==> src/rtl/seg_display_scan.sv <==
// seg_display_scan: multiplexed 7-segment scanner with frame snapshot, LZ blanking, DPs and PWM dimming
module seg_display_scan #(
  parameter int NUM_DIGITS = 8,
  parameter int TICK_DIV   = 100000
) (
  input  logic                    clk,
  input  logic                    reset,
  input  logic [4*NUM_DIGITS-1:0] number,
  input  logic [NUM_DIGITS-1:0]   dp_mask,
  input  logic [NUM_DIGITS-1:0]   blank_mask,
  input  logic                    lz_suppress,
  input  logic [3:0]              brightness,
  input  logic                    enable,
  output logic [NUM_DIGITS-1:0]   anodes,
  output logic [7:0]              cathodes,
  output logic                    frame_start
);
  localparam int PW = $clog2(TICK_DIV);
  localparam int IW = NUM_DIGITS > 1 ? $clog2(NUM_DIGITS) : 1;
  localparam logic [6:0] SEG [16] = '{
    7'b0000001, 7'b1001111, 7'b0010010, 7'b0000110,
    7'b1001100, 7'b0100100, 7'b0100000, 7'b0001111,
    7'b0000000, 7'b0000100, 7'b0001000, 7'b1100000,
    7'b0110001, 7'b1000010, 7'b0110000, 7'b0111000};
  logic [PW-1:0]           r_presc, w_presc_n;
  logic [IW-1:0]           r_idx, w_idx_n;
  logic [3:0]              r_pwm, w_pwm_n, r_bright, w_bright_n, w_nib;
  logic [4*NUM_DIGITS-1:0] r_num, w_num_n;
  logic [NUM_DIGITS-1:0]   r_dp, w_dp_n, r_blank, w_blank_n, w_lead;
  logic                    r_lz, w_lz_n, r_load_pending;
  logic                    w_wrap, w_last, w_snap, w_dark, w_run;
  // Outputs are registered from the next-state values so each output cycle reflects the frame it belongs to
  assign w_wrap     = !r_load_pending && r_presc == PW'(TICK_DIV - 1);
  assign w_last     = r_idx == IW'(NUM_DIGITS - 1);
  assign w_snap     = r_load_pending || (w_wrap && w_last);
  assign w_presc_n  = (r_load_pending || w_wrap) ? '0 : r_presc + 1'b1;
  assign w_idx_n    = (r_load_pending || (w_wrap && w_last)) ? '0 : w_wrap ? r_idx + 1'b1 : r_idx;
  assign w_pwm_n    = r_pwm + 4'd1;
  assign w_num_n    = w_snap ? number      : r_num;
  assign w_dp_n     = w_snap ? dp_mask     : r_dp;
  assign w_blank_n  = w_snap ? blank_mask  : r_blank;
  assign w_lz_n     = w_snap ? lz_suppress : r_lz;
  assign w_bright_n = w_snap ? brightness  : r_bright;
  assign w_nib      = w_num_n[w_idx_n*4 +: 4];
  always_comb begin
    w_run  = 1'b1;
    w_lead = '0;
    for (int i = NUM_DIGITS - 1; i >= 0; i--) begin
      w_run     = w_run && (w_num_n[4*i +: 4] == 4'd0);
      w_lead[i] = w_run;
    end
  end
  assign w_dark = !enable || w_blank_n[w_idx_n] || (w_pwm_n > w_bright_n) ||
                  (w_lz_n && w_idx_n != '0 && w_lead[w_idx_n]);
  always_ff @(posedge clk or posedge reset) begin
    if (reset) begin
      r_presc        <= '0;
      r_idx          <= '0;
      r_pwm          <= '0;
      r_num          <= '0;
      r_dp           <= '0;
      r_blank        <= '0;
      r_lz           <= 1'b0;
      r_bright       <= '0;
      r_load_pending <= 1'b1;
      anodes         <= '1;
      cathodes       <= 8'hFF;
      frame_start    <= 1'b0;
    end else begin
      r_presc        <= w_presc_n;
      r_idx          <= w_idx_n;
      r_pwm          <= w_pwm_n;
      r_num          <= w_num_n;
      r_dp           <= w_dp_n;
      r_blank        <= w_blank_n;
      r_lz           <= w_lz_n;
      r_bright       <= w_bright_n;
      r_load_pending <= 1'b0;
      anodes         <= w_dark ? '1 : ~(NUM_DIGITS'(1) << w_idx_n);
      cathodes       <= w_dark ? 8'hFF : {SEG[w_nib], ~w_dp_n[w_idx_n]};
      frame_start    <= w_snap;
    end
  end
endmodule

==> config.mk <==
export PLATFORM = sky130hd
export DESIGN_NAME = seg_display_scan
export DESIGN_NICKNAME = d
export VERILOG_FILES = /design/src/rtl/seg_display_scan.sv
export SDC_FILE = /design/constraint.sdc
export NUM_CORES = 1
export LEC_CHECK = 0
export ABC_AREA = 1
export ABC_CLOCK_PERIOD_IN_PS = 9800
export CORE_ASPECT_RATIO = 1.25
export CORE_UTILIZATION = 30
export CTS_BUF_LIST = sky130_fd_sc_hd__clkbuf_4
export CTS_CLUSTER_SIZE = 24
export DETAILED_ROUTE_END_ITERATION = 6
export SLEW_MARGIN = 20
export SYNTH_ARGS = -nofsm -noshare
export SYNTH_HDL_FRONTEND = slang
export SYNTH_SLANG_ARGS = --single-unit
==> constraint.sdc <==
create_clock -name clk -period 9.8 [get_ports clk]
set_clock_uncertainty 0.05 [all_clocks]
set_input_delay 2.45 -clock clk [delete_from_list [all_inputs] [get_ports clk]]
set_output_delay 2.45 -clock clk [all_outputs]
set_load 0.02 [all_outputs]
==> run_results.csv <==
group,metric,value,unit
finish,drive_gt1_share,8.13,%
clock_tree,max-clock-path-buffers,2,
hold_path,hold_path_end,"r_presc[0]",
setup_path,max_stage_delay,0.69,ns
yosys,synth-edff-count,0,
setup_path,cp-startpoint,"r_presc[0]",
clock_tree,cts_sinks,95,
timing,layout_min_cycle_time,4.68,ns
clock_tree,clk_latency,0.48,ns
floorplanning,rows,52,
finish,final_common_cell,"nand2_1",
yosys,synth_xor_area_share,0.694,%
hold_path,hp-start,"r_presc[0]",
global_routing,antenna_found_initial,0,
yosys,syn_avg_cell_area,7.79,um^2
setup_path,ff2ff_setup_slack,5.12,ns
setup_path,slowest_stage,"nand2_4",
power_and_ir_drop,p_switching,214,uW
yosys,synth_top_family_by_area,"simple AND/OR/NAND/NOR gates",
timing,finalSetupViolations,0,
global_routing,grt_pass1_vias,4268,
setup_path,path_common_cell,"o21ai_0",
yosys,async_flop_share,100,%
finish,area_growth_syn_to_layout,19.1,%
timing,maxSlewViolCount,0,
timing,hold_slack,0.421,ns
clock_tree,ctsResizeCount,0,
drt,drt_iter0_drc,276,
clock_tree,cts_root_buf,"clkbuf_4",
power_and_ir_drop,ir_drop,61.9,uV
outcome,outcome,"finished clean",
timing,finalHoldViolations,0,
timing,relSlewSlack,41.3,%
floorplanning,ios,73,
setup_path,critical_path_arrival,5.04,ns
setup_path,critPathRequiredTime,10.16,ns
setup_path,reg2reg_from,"r_presc[0]",
placement,hpwl,8750,um
power_and_ir_drop,combPwrFrac,17.3,%
yosys,synth_fa_ha_area_share,3.47,%
hold_path,hp-class,"flip-flop to flip-flop",
setup_path,critical_path.cell_chain,"ha_1, nand3_1, nor2_2, nand4_4, nand2_4, inv_4, or2_2, o21ai_0, ha_1, a21oi_1, o21ai_0, o21ai_0, nand2_1, nor2_1, and2_1, nand2_1",
yosys,syn-num-nets,718,
floorplanning,dieHeight,147,um
floorplanning,die_w,118,um
setup_path,r2r_cells,16,
global_routing,grt.overflow.total,0,
yosys,synth-compound-area-share,4.04,%
hold_path,worstHoldPathCells,1,
clock_tree,cts_tree,"built",
setup_path,cp-end-kind,"flip-flop",
setup_path,cp_max_fo,61,
clock_tree,hold_buffers,0,
floorplanning,die-area,17400,um^2
floorplanning,core-area,16300,um^2
setup_path,cp-start-kind,"flip-flop",
power_and_ir_drop,clockPowerShare,26.8,%
drt,drt-total-wl,12300,um
yosys,ys_types,43,
finish,fin_nets,778,
timing,fin_setup_tns,0,ns
drt,wire_per_inst,13.2,um
timing,tightest_slew,0.877,ns
global_routing,grt.total_usage,15.1,%
placement,finalWeightedCongestion,0.820,
yosys,netlist_area,5050,um^2
timing,timing.fmax,214,MHz
yosys,synthFlopType,"dfrtp_1",
timing,rsz0062_at_grt,"false",
yosys,synth_seq_cells,95,
setup_path,crit_family,"simple AND/OR/NAND/NOR gates",
timing,min_period_over_period,47.7,%
clock_tree,post_cts_buffers,0,
setup_path,r2r-end,"cathodes[4]",
yosys,synth_simple_gate_area_share,36.5,%
clock_tree,htree_num_levels,3,
run,drv_cap,0,
power_and_ir_drop,internal_power,547,uW
floorplanning,start_util,30.9,%
placement,portBuffers,72,
yosys,synthCells,648,
setup_path,path_class,"flip-flop to flip-flop",
yosys,synth_mux_area_share,0.198,%
global_routing,grt_max_degree,63,
finish,antenna_cells,0,
power_and_ir_drop,p_seq_share,55.9,%
power_and_ir_drop,leakage,2.97,nW
setup_path,worst-path-buf-inv,1,
drt,vias,4231,
drt,drc_errors,0,
yosys,yosysWarnings,0,
drt,drt-pass1-iter-count,4,
drt,ant_nets,0,
drt,viasPerCell,4.55,
power_and_ir_drop,swShare,28.1,%
clock_tree,numCtsBuffers,9,
finish,final_cell_mix,"nand2_1, dfrtp_1, clkdlybuf4s50_1",
power_and_ir_drop,p_per_area,127,nW/um^2
global_routing,grt_pass1_wl,20600,um
yosys,ys_seq_area_share,47.5,%
clock_tree,clkTransAtPathRegs,0.14,ns
## cell type report
type / count / area (um^2)
fill: 1719 / 10300
sequential: 95 / 2400
multi-input combinational: 472 / 2270
timing repair buffer: 75 / 743
tap: 216 / 270
inverter: 55 / 210
clock buffer: 9 / 67.6
clock inverter: 7 / 53.8
## worst reg2reg max path, stage by stage, from the launching register on
cell and delay (ns):
dfrtp_1 0.40, ha_1 0.19, nand3_1 0.17, nor2_2 0.27
nand4_4 0.48, nand2_4 0.70, inv_4 0.25, or2_2 0.33
o21ai_0 0.12, ha_1 0.30, a21oi_1 0.14, o21ai_0 0.07
o21ai_0 0.08, nand2_1 0.10, nor2_1 0.55, and2_1 0.33
nand2_1 0.09
## cells in the mapped netlist (2+ instances only)
library cell,n,area [um^2]
a21oi_1,9,45.0
buf_2,8,40.0
buf_4,7,52.6
buf_6,5,56.3
clkbuf_1,6,22.5
dfrtp_1,78,1950
dfstp_2,17,447
ha_1,14,175
inv_1,52,195
nand2_1,268,1010
nand2_2,4,25.0
nand2_4,2,22.5
nand3_1,48,240
nand3_2,4,40.0
nand3b_1,8,60.1
nand4_1,13,81.3
nor2_1,35,131
nor2_2,2,12.5
nor3_1,6,30.0
nor3b_1,8,60.1
o21ai_0,20,100
o21bai_1,2,15.0
or2_0,4,25.0
or2_2,7,43.8
xnor2_1,2,17.5
xor2_1,2,17.5
## routing by layer
metal / track usage [%] / routed length (um) / vias to the layer above
li1: - / - / 2163
met1: 17.9 / 5260 / 1978
met4: 6.67 / 282 / 0
met3: 2.48 / 441 / 21
met5: 0 / 0 / -
met2: 26.8 / 6300 / 69
## logic make-up (layout without fill, tap and decap cells)
group / Yosys count / in the layout
AND/OR/NAND/NOR: 415 / 415
flip-flops: 95 / 95
buffers and inverters: 81 / 146
AO/OA/AOI/OAI: 37 / 37
adder cells (fa/ha/maj): 14 / 14
XOR/XNOR: 4 / 4
other: 1 / 1
multiplexers: 1 / 1
## sequential cells by signal, indices dropped and copies added (netlist names), 3 cells and up
register and cells:
r_num 32, r_presc 17, anodes 8, cathodes 8, r_blank 8, r_dp 8
r_bright 4, r_pwm 4, r_idx 3
## metrics by stage
stage	instances	power [mW]	instance area, um^2	utilization, %	setup WS [ns]
5_1_grt	929	0.808	6020	36.8	4.61
3_5_place_dp	913	0.567	5890	36.1	4.77
2_1_floorplan	648	0.515	5050	-	4.85
6_report	929	0.761	6020	36.8	5.12
3_3_place_gp	913	0.565	5890	36.1	4.79
4_1_cts	929	0.773	6020	36.8	5.05
## how the worst max path moves through the flow
stage | slack [ns] | to | cells after the start
finish | 5.12 | cathodes[4] | 16
global route | 4.61 | cathodes[5] | 16
CTS | 5.05 | cathodes[1] | 16
detailed placement | 4.77 | cathodes[1] | 11
global placement | 4.79 | cathodes[0] | 11
floorplan | 4.85 | frame_start | 1
## power by group through the flow
stage	clock network, mW	registers, mW	logic [mW]
2_1_floorplan	0	0.437	0.0780
3_3_place_gp	0	0.433	0.132
3_5_place_dp	0	0.434	0.133
4_1_cts	0.213	0.426	0.134
5_1_grt	0.230	0.428	0.150
6_report	0.204	0.426	0.131
Power figures use the tool's default switching activity.
